--- config.mk ---
export PLATFORM = sky130hd
export DESIGN_NAME = bloke2_msg_packer
export DESIGN_NICKNAME = d
export VERILOG_FILES = /design/src/rtl/bloke2_msg_packer.sv
export SDC_FILE = /design/constraint.sdc
export NUM_CORES = 2
export LEC_CHECK = 0
export CORE_AREA = 5 5 433 435
export CTS_CLUSTER_DIAMETER = 150
export CTS_CLUSTER_SIZE = 40
export DETAILED_ROUTE_END_ITERATION = 8
export DIE_AREA = 0 0 438 440
export PLACE_DENSITY = 0.45
export SYNTH_ARGS = -nofsm -noshare
export SYNTH_HDL_FRONTEND = slang
export SYNTH_SLANG_ARGS = --single-unit
--- constraint.sdc ---
create_clock -name clk -period 3.6 [get_ports clk]
set_input_delay 0.54 -clock clk [delete_from_list [all_inputs] [get_ports clk]]
set_output_delay 0.54 -clock clk [all_outputs]
set_load 0.01 [all_outputs]
--- src/rtl/bloke2_msg_packer.sv ---
`default_nettype none
// ============================================================================
// Module   : bloke2_msg_packer
// Purpose  : Byte-stream to 16-word message-block packer for the bloke2 hash
//            family. Packs bytes little-endian, zero-pads the last block,
//            tracks the running byte count and flags the final block.
//            A full block is held until the packer knows whether more data
//            follows, so a non-final block is never emitted at end of message.
// Revision : 1.0 - initial release
// ============================================================================
module bloke2_msg_packer #(
  parameter int W     = 64,   // word width: 32 or 64
  parameter int CNT_W = 64    // byte counter width, wraps
) (
  input  logic              clk,
  input  logic              rst,
  input  logic              start,
  input  logic [7:0]        din,
  input  logic              din_valid,
  output logic              din_ready,
  input  logic              din_end,
  output logic [16*W-1:0]   blk_data,
  output logic [CNT_W-1:0]  blk_cnt,
  output logic              blk_last,
  output logic              blk_valid,
  input  logic              blk_ready
);

  // Bytes per block and widths of the fill counter / byte index.
  localparam int BB = 2 * W;
  localparam int IW = $clog2(BB);
  localparam int NW = IW + 1;
  localparam logic [NW-1:0] BB_M1 = NW'(BB - 1);

  typedef enum logic [1:0] {
    IDLE = 2'd0,
    FILL = 2'd1,
    FULL = 2'd2,
    EMIT = 2'd3
  } state_t;

  state_t state, state_nxt;

  logic [16*W-1:0]  blk_buf;
  logic [NW-1:0]    fill_n;
  logic [CNT_W-1:0] byte_cnt;
  logic             last_flag;

  logic accept;      // a byte is consumed this cycle
  logic set_last;    // entering EMIT: capture last_val
  logic last_val;
  logic begin_msg;   // start honoured in IDLE
  logic consume;     // block handed off downstream

  // State register.
  always_ff @(posedge clk) begin
    if (rst) state <= IDLE;
    else     state <= state_nxt;
  end

  // Next-state decode, handshake strobes and gated block outputs.
  always_comb begin
    state_nxt = state;
    accept    = 1'b0;
    set_last  = 1'b0;
    last_val  = 1'b0;
    begin_msg = 1'b0;
    consume   = 1'b0;
    din_ready = 1'b0;
    blk_valid = 1'b0;
    blk_data  = '0;
    blk_cnt   = '0;
    blk_last  = 1'b0;
    case (state)
      IDLE: begin
        if (start) begin
          begin_msg = 1'b1;
          state_nxt = FILL;
        end
      end
      FILL: begin
        din_ready = 1'b1;
        if (din_valid) begin
          accept = 1'b1;
          if (din_end) begin
            // End strobe wins even when this byte also fills the block.
            state_nxt = EMIT;
            set_last  = 1'b1;
            last_val  = 1'b1;
          end else if (fill_n == BB_M1) begin
            state_nxt = FULL;
          end
        end else if (din_end) begin
          state_nxt = EMIT;
          set_last  = 1'b1;
          last_val  = 1'b1;
        end
      end
      FULL: begin
        // Peek only: a pending byte proves the block is not the last one.
        if (din_valid) begin
          state_nxt = EMIT;
          set_last  = 1'b1;
          last_val  = 1'b0;
        end else if (din_end) begin
          state_nxt = EMIT;
          set_last  = 1'b1;
          last_val  = 1'b1;
        end
      end
      EMIT: begin
        blk_valid = 1'b1;
        blk_data  = blk_buf;
        blk_cnt   = byte_cnt;
        blk_last  = last_flag;
        if (blk_ready) begin
          consume   = 1'b1;
          state_nxt = last_flag ? IDLE : FILL;
        end
      end
      default: state_nxt = IDLE;
    endcase
  end

  // Block buffer, fill count, running byte count and last flag.
  always_ff @(posedge clk) begin
    if (rst) begin
      blk_buf   <= '0;
      fill_n    <= '0;
      byte_cnt  <= '0;
      last_flag <= 1'b0;
    end else begin
      if (begin_msg) begin
        blk_buf  <= '0;
        fill_n   <= '0;
        byte_cnt <= '0;
      end
      if (accept) begin
        blk_buf[{fill_n[IW-1:0], 3'b000} +: 8] <= din;
        fill_n   <= fill_n + NW'(1);
        byte_cnt <= byte_cnt + CNT_W'(1);
      end
      if (set_last) last_flag <= last_val;
      // Byte count is kept across blocks; only the buffer restarts.
      if (consume) begin
        blk_buf <= '0;
        fill_n  <= '0;
      end
    end
  end

endmodule
`default_nettype wire

==> flow_summary.yaml <==
worst_setup_path:
  crit_chain: "ha_4 > buf_12 > buf_12 > and2_1 > clkdlybuf4s50_1"
  r2r_slack_ns: 0.29
  reg2reg_from: "fill_n[0]$_SDFFE_PP0P_"
  cpMaxStageDelayCell: "clkdlybuf4s50_1"
  ff2ff_path_depth: 9
  worst_setup_path_start_kind: "flip-flop"
  crit_fanout: 85
  reg2reg_to: "blk_buf[28]$_SDFF_PP0_"
  endpoint_kind: "output pin"
  crit_start: "state[1]$_SDFFE_PP0P_"
  max_stage_delay_ns: 0.61
  critPathArrivalTime_ns: 2.92
  path_delay_family: "buffers and inverters"
  crit_type: "flip-flop to output pin"
  cpMostUsedCell: "buf_12"
  required_ns: 3.06
  cp_num_buf_inv: 3
finish:
  nets: 6258
  stdcell_count: 8628
  multi_input_area_um2: 24880
  seq_area_um2: 22010
  area_growth_pct: 34.14
  fin_area_um2: 64470
  fill_cells: 18970
  post_route_cells_drive_above_1_share_pct: 7.210
sta:
  timing.hold.ws_ns: 0.3020
  drv_slew: 0
  rsz0062_at_grt: "false"
  tightestPinTransition_ns: 1.284
  setup_violations: 0
  min_period_ns: 3.456
  finalSetupTns_ns: 0
  worst_slew_margin_rel_pct: 13.97
  skew_ns: 0.03144
  max_freq_ghz: 0.2893
  period_share_pct: 96.01
  finalHoldViolCount: 0
  fin_ws_ns: 0.1435
detailed_routing:
  post_drt_wl_per_cell_um: 30.90
  drtPass1Iterations: 6
  viasPerCell: 5.081
  drc: 0
  wl_um: 266600
  dr_total_vias: 43840
  ant_nets: 0
  initialDrtViolationCount: 3525
logic_synthesis:
  synth_flop_cell: "dfxtp_1"
  synth_nets: 5224
  yosysSeqAreaShare_pct: 45.78
  synth_edf_count: 0
  yosysTopAreaCell: "dfxtp_1"
  ys_ff_latch: 1099
  syn_area_per_cell_um2: 9.245
  synth.area.top_cells: "dfxtp_1, and2_1, mux2i_1, a22o_1, nand2_1"
  synth_cells: 5198
  synth_top_area_share_pct: 45.78
  async_flop_share_pct: 0
  synth_area_um2: 48060
  synthDistinctLibCells: 76
  ys_warn_count: 0
place:
  io_buffers: 1104
  dp.cells: 8575
  placed_area_um2: 63340
  routabilityCongestion: 0.8981
  dp_slack_ns: 0.2052
  hpwl_um: 204400
floorplan:
  initial_core_util_pct: 26.31
  die_y_um: 440
  die_w_um: 438
  rows: 157
  core_um2: 182700
  dieArea_um2: 192700
  io_pins: 1105
hold_path:
  min_from: "din[5]"
  whs_path_depth: 3
  hp-class: "primary input to flip-flop"
  hold_path_end: "blk_buf[677]$_SDFF_PP0_"
grt:
  first_global_vias: 43140
  grt_usage_pct: 26.26
  antenna_found_initial: 14
  grt_pass1_wl_um: 362200
  grt-ovfl-total: 0
  grt_max_degree: 129
clocking:
  postCtsHoldBufs: 0
  cts_buffers: 35
  cts_tree: "built"
  cts_root_buffer: "clkbuf_16"
  worstSkewPairLatency_ns: 0.68
  ctsHtreeMaxLevel: 2
  cts_sinks: 1099
  cts_buffer_depth: 3
  clk_pin_slew_ns: 0.17
power_and_ir_drop:
  p_leak_uw: 0.02313
  peakVddDrop_mv: 0.2887
  power.density_nw_per_um2: 338.0
job:
  cap_viol_max_count: 0
status:
  status: "finished, final reports clean"
synth_stat cells, types with 18 or more instances:
cell / count
buf_2: 23
or3_1: 45
nor2_1: 196
o21ai_0: 38
o211ai_1: 39
and4_1: 18
inv_1: 24
and2_1: 1099
and3_1: 25
a31oi_1: 31
nand2_1: 611
clkbuf_1: 334
a22o_1: 345
nand4_1: 45
o2bb2ai_1: 61
dfxtp_1: 1099
or4_1: 22
nand3_1: 176
nor3_1: 32
a32o_1: 84
mux2i_1: 474
a21oi_1: 113
where the power goes:
part / switching [µW] / internal (µW) / total (µW) / leakage (µW)
combinational: 2660 / 716 / 3380 / 0.0138
sequential: 21.8 / 12200 / 12200 / 0.00885
clock: 4250 / 1950 / 6200 / 0.000509
cell type report:
class / count / share of cell area [%]
antenna: 2 / 0.007764
clock buffer: 37 / 1.436
clock inverter: 9 / 0.1960
inverter: 24 / 0.1397
multi-input combinational: 3703 / 38.59
sequential: 1099 / 34.14
tap: 2385 / 4.629
timing repair buffer: 1369 / 20.87
worst max path at each step:
stage,endpoint,slack (ns),cells past startpoint
finish,blk_data[844],0.14,5
floorplan,blk_buf[805]$_SDFF_PP0_,0.44,11
CTS,blk_data[110],0.04,5
global placement,blk_buf[531]$_SDFF_PP0_,0.21,9
detailed placement,blk_buf[531]$_SDFF_PP0_,0.21,9
global route,blk_data[867],0.004,5
kinds of logic (layout without fill, tap and decap cells):
| family | after synthesis | in the layout | synth area share (%) |
|---|---|---|---|
| compound gates | 828 | 828 | 13.71 |
| xor+xnor | 5 | 5 | 0.09114 |
| fa+ha+maj | 12 | 12 | 0.3124 |
| buf+inv | 396 | 1439 | 3.169 |
| flops | 1099 | 1099 | 45.78 |
| mux | 485 | 485 | 10.13 |
| other cells | 0 | 2 | 0 |
| simple gates | 2373 | 2373 | 26.81 |
state kept, by name, indices dropped and copies added, names as in the netlist:
signal,flops
blk_buf,1024
byte_cnt,64
fill_n,8
last_flag,1
state,2
cells in the final DEF (no fill, tap or decap), types with 17 or more instances in the layout:
master | synthesis | layout
and2_1 | 1099 | 1098
dfxtp_1 | 1099 | 1097
clkdlybuf4s50_1 | 0 | 1094
nand2_1 | 611 | 601
mux2i_1 | 474 | 474
a22o_1 | 345 | 345
buf_4 | 0 | 229
nor2_1 | 196 | 189
nand3_1 | 176 | 174
a21oi_1 | 113 | 107
a32o_1 | 84 | 84
o2bb2ai_1 | 61 | 60
nand4_1 | 45 | 45
or3_1 | 45 | 44
o211ai_1 | 39 | 39
clkbuf_16 | 0 | 37
o21ai_0 | 38 | 36
buf_12 | 0 | 34
nor3_1 | 32 | 31
a31oi_1 | 31 | 31
and3_1 | 25 | 25
inv_1 | 24 | 23
or4_1 | 22 | 22
and4_1 | 18 | 18
o22ai_1 | 17 | 17
stage by stage:
stage | total power (µW) | util, %
final | 21790 | 35.29
after global routing | 22530 | 35.28
after CTS | 21980 | 35.27
after detailed placement | 15820 | 34.67
after global placement | 15820 | 34.67
after floorplan | 14140 | -
per-layer routing:
layer  track usage, %  wire length, µm  up-vias
met5                0               14        -
met4            9.831            11870        2
li1                 -                -    20130
met2            45.59           129800     1430
met3            4.499            14860      277
met1            32.53           110100    22000
repair_timing:
item / in CTS / in global routing
pin swaps: 1 / 0
gates resized for setup: 0 / 4
setup buffers: 5 / 0
endpoints found under the setup margin: 439 / 22
worst reg2reg max path: stages, from the launching register on:
cell and delay [ns]:
dfxtp_1 0.37, inv_1 0.08, ha_1 0.27, buf_4 0.21, or2_2 0.38, o31ai_2 0.20, buf_4 0.21, nand3_1 0.54
nor2_1 0.74, a22o_1 0.25
Note: power is estimated with default switching activity, not from simulation.
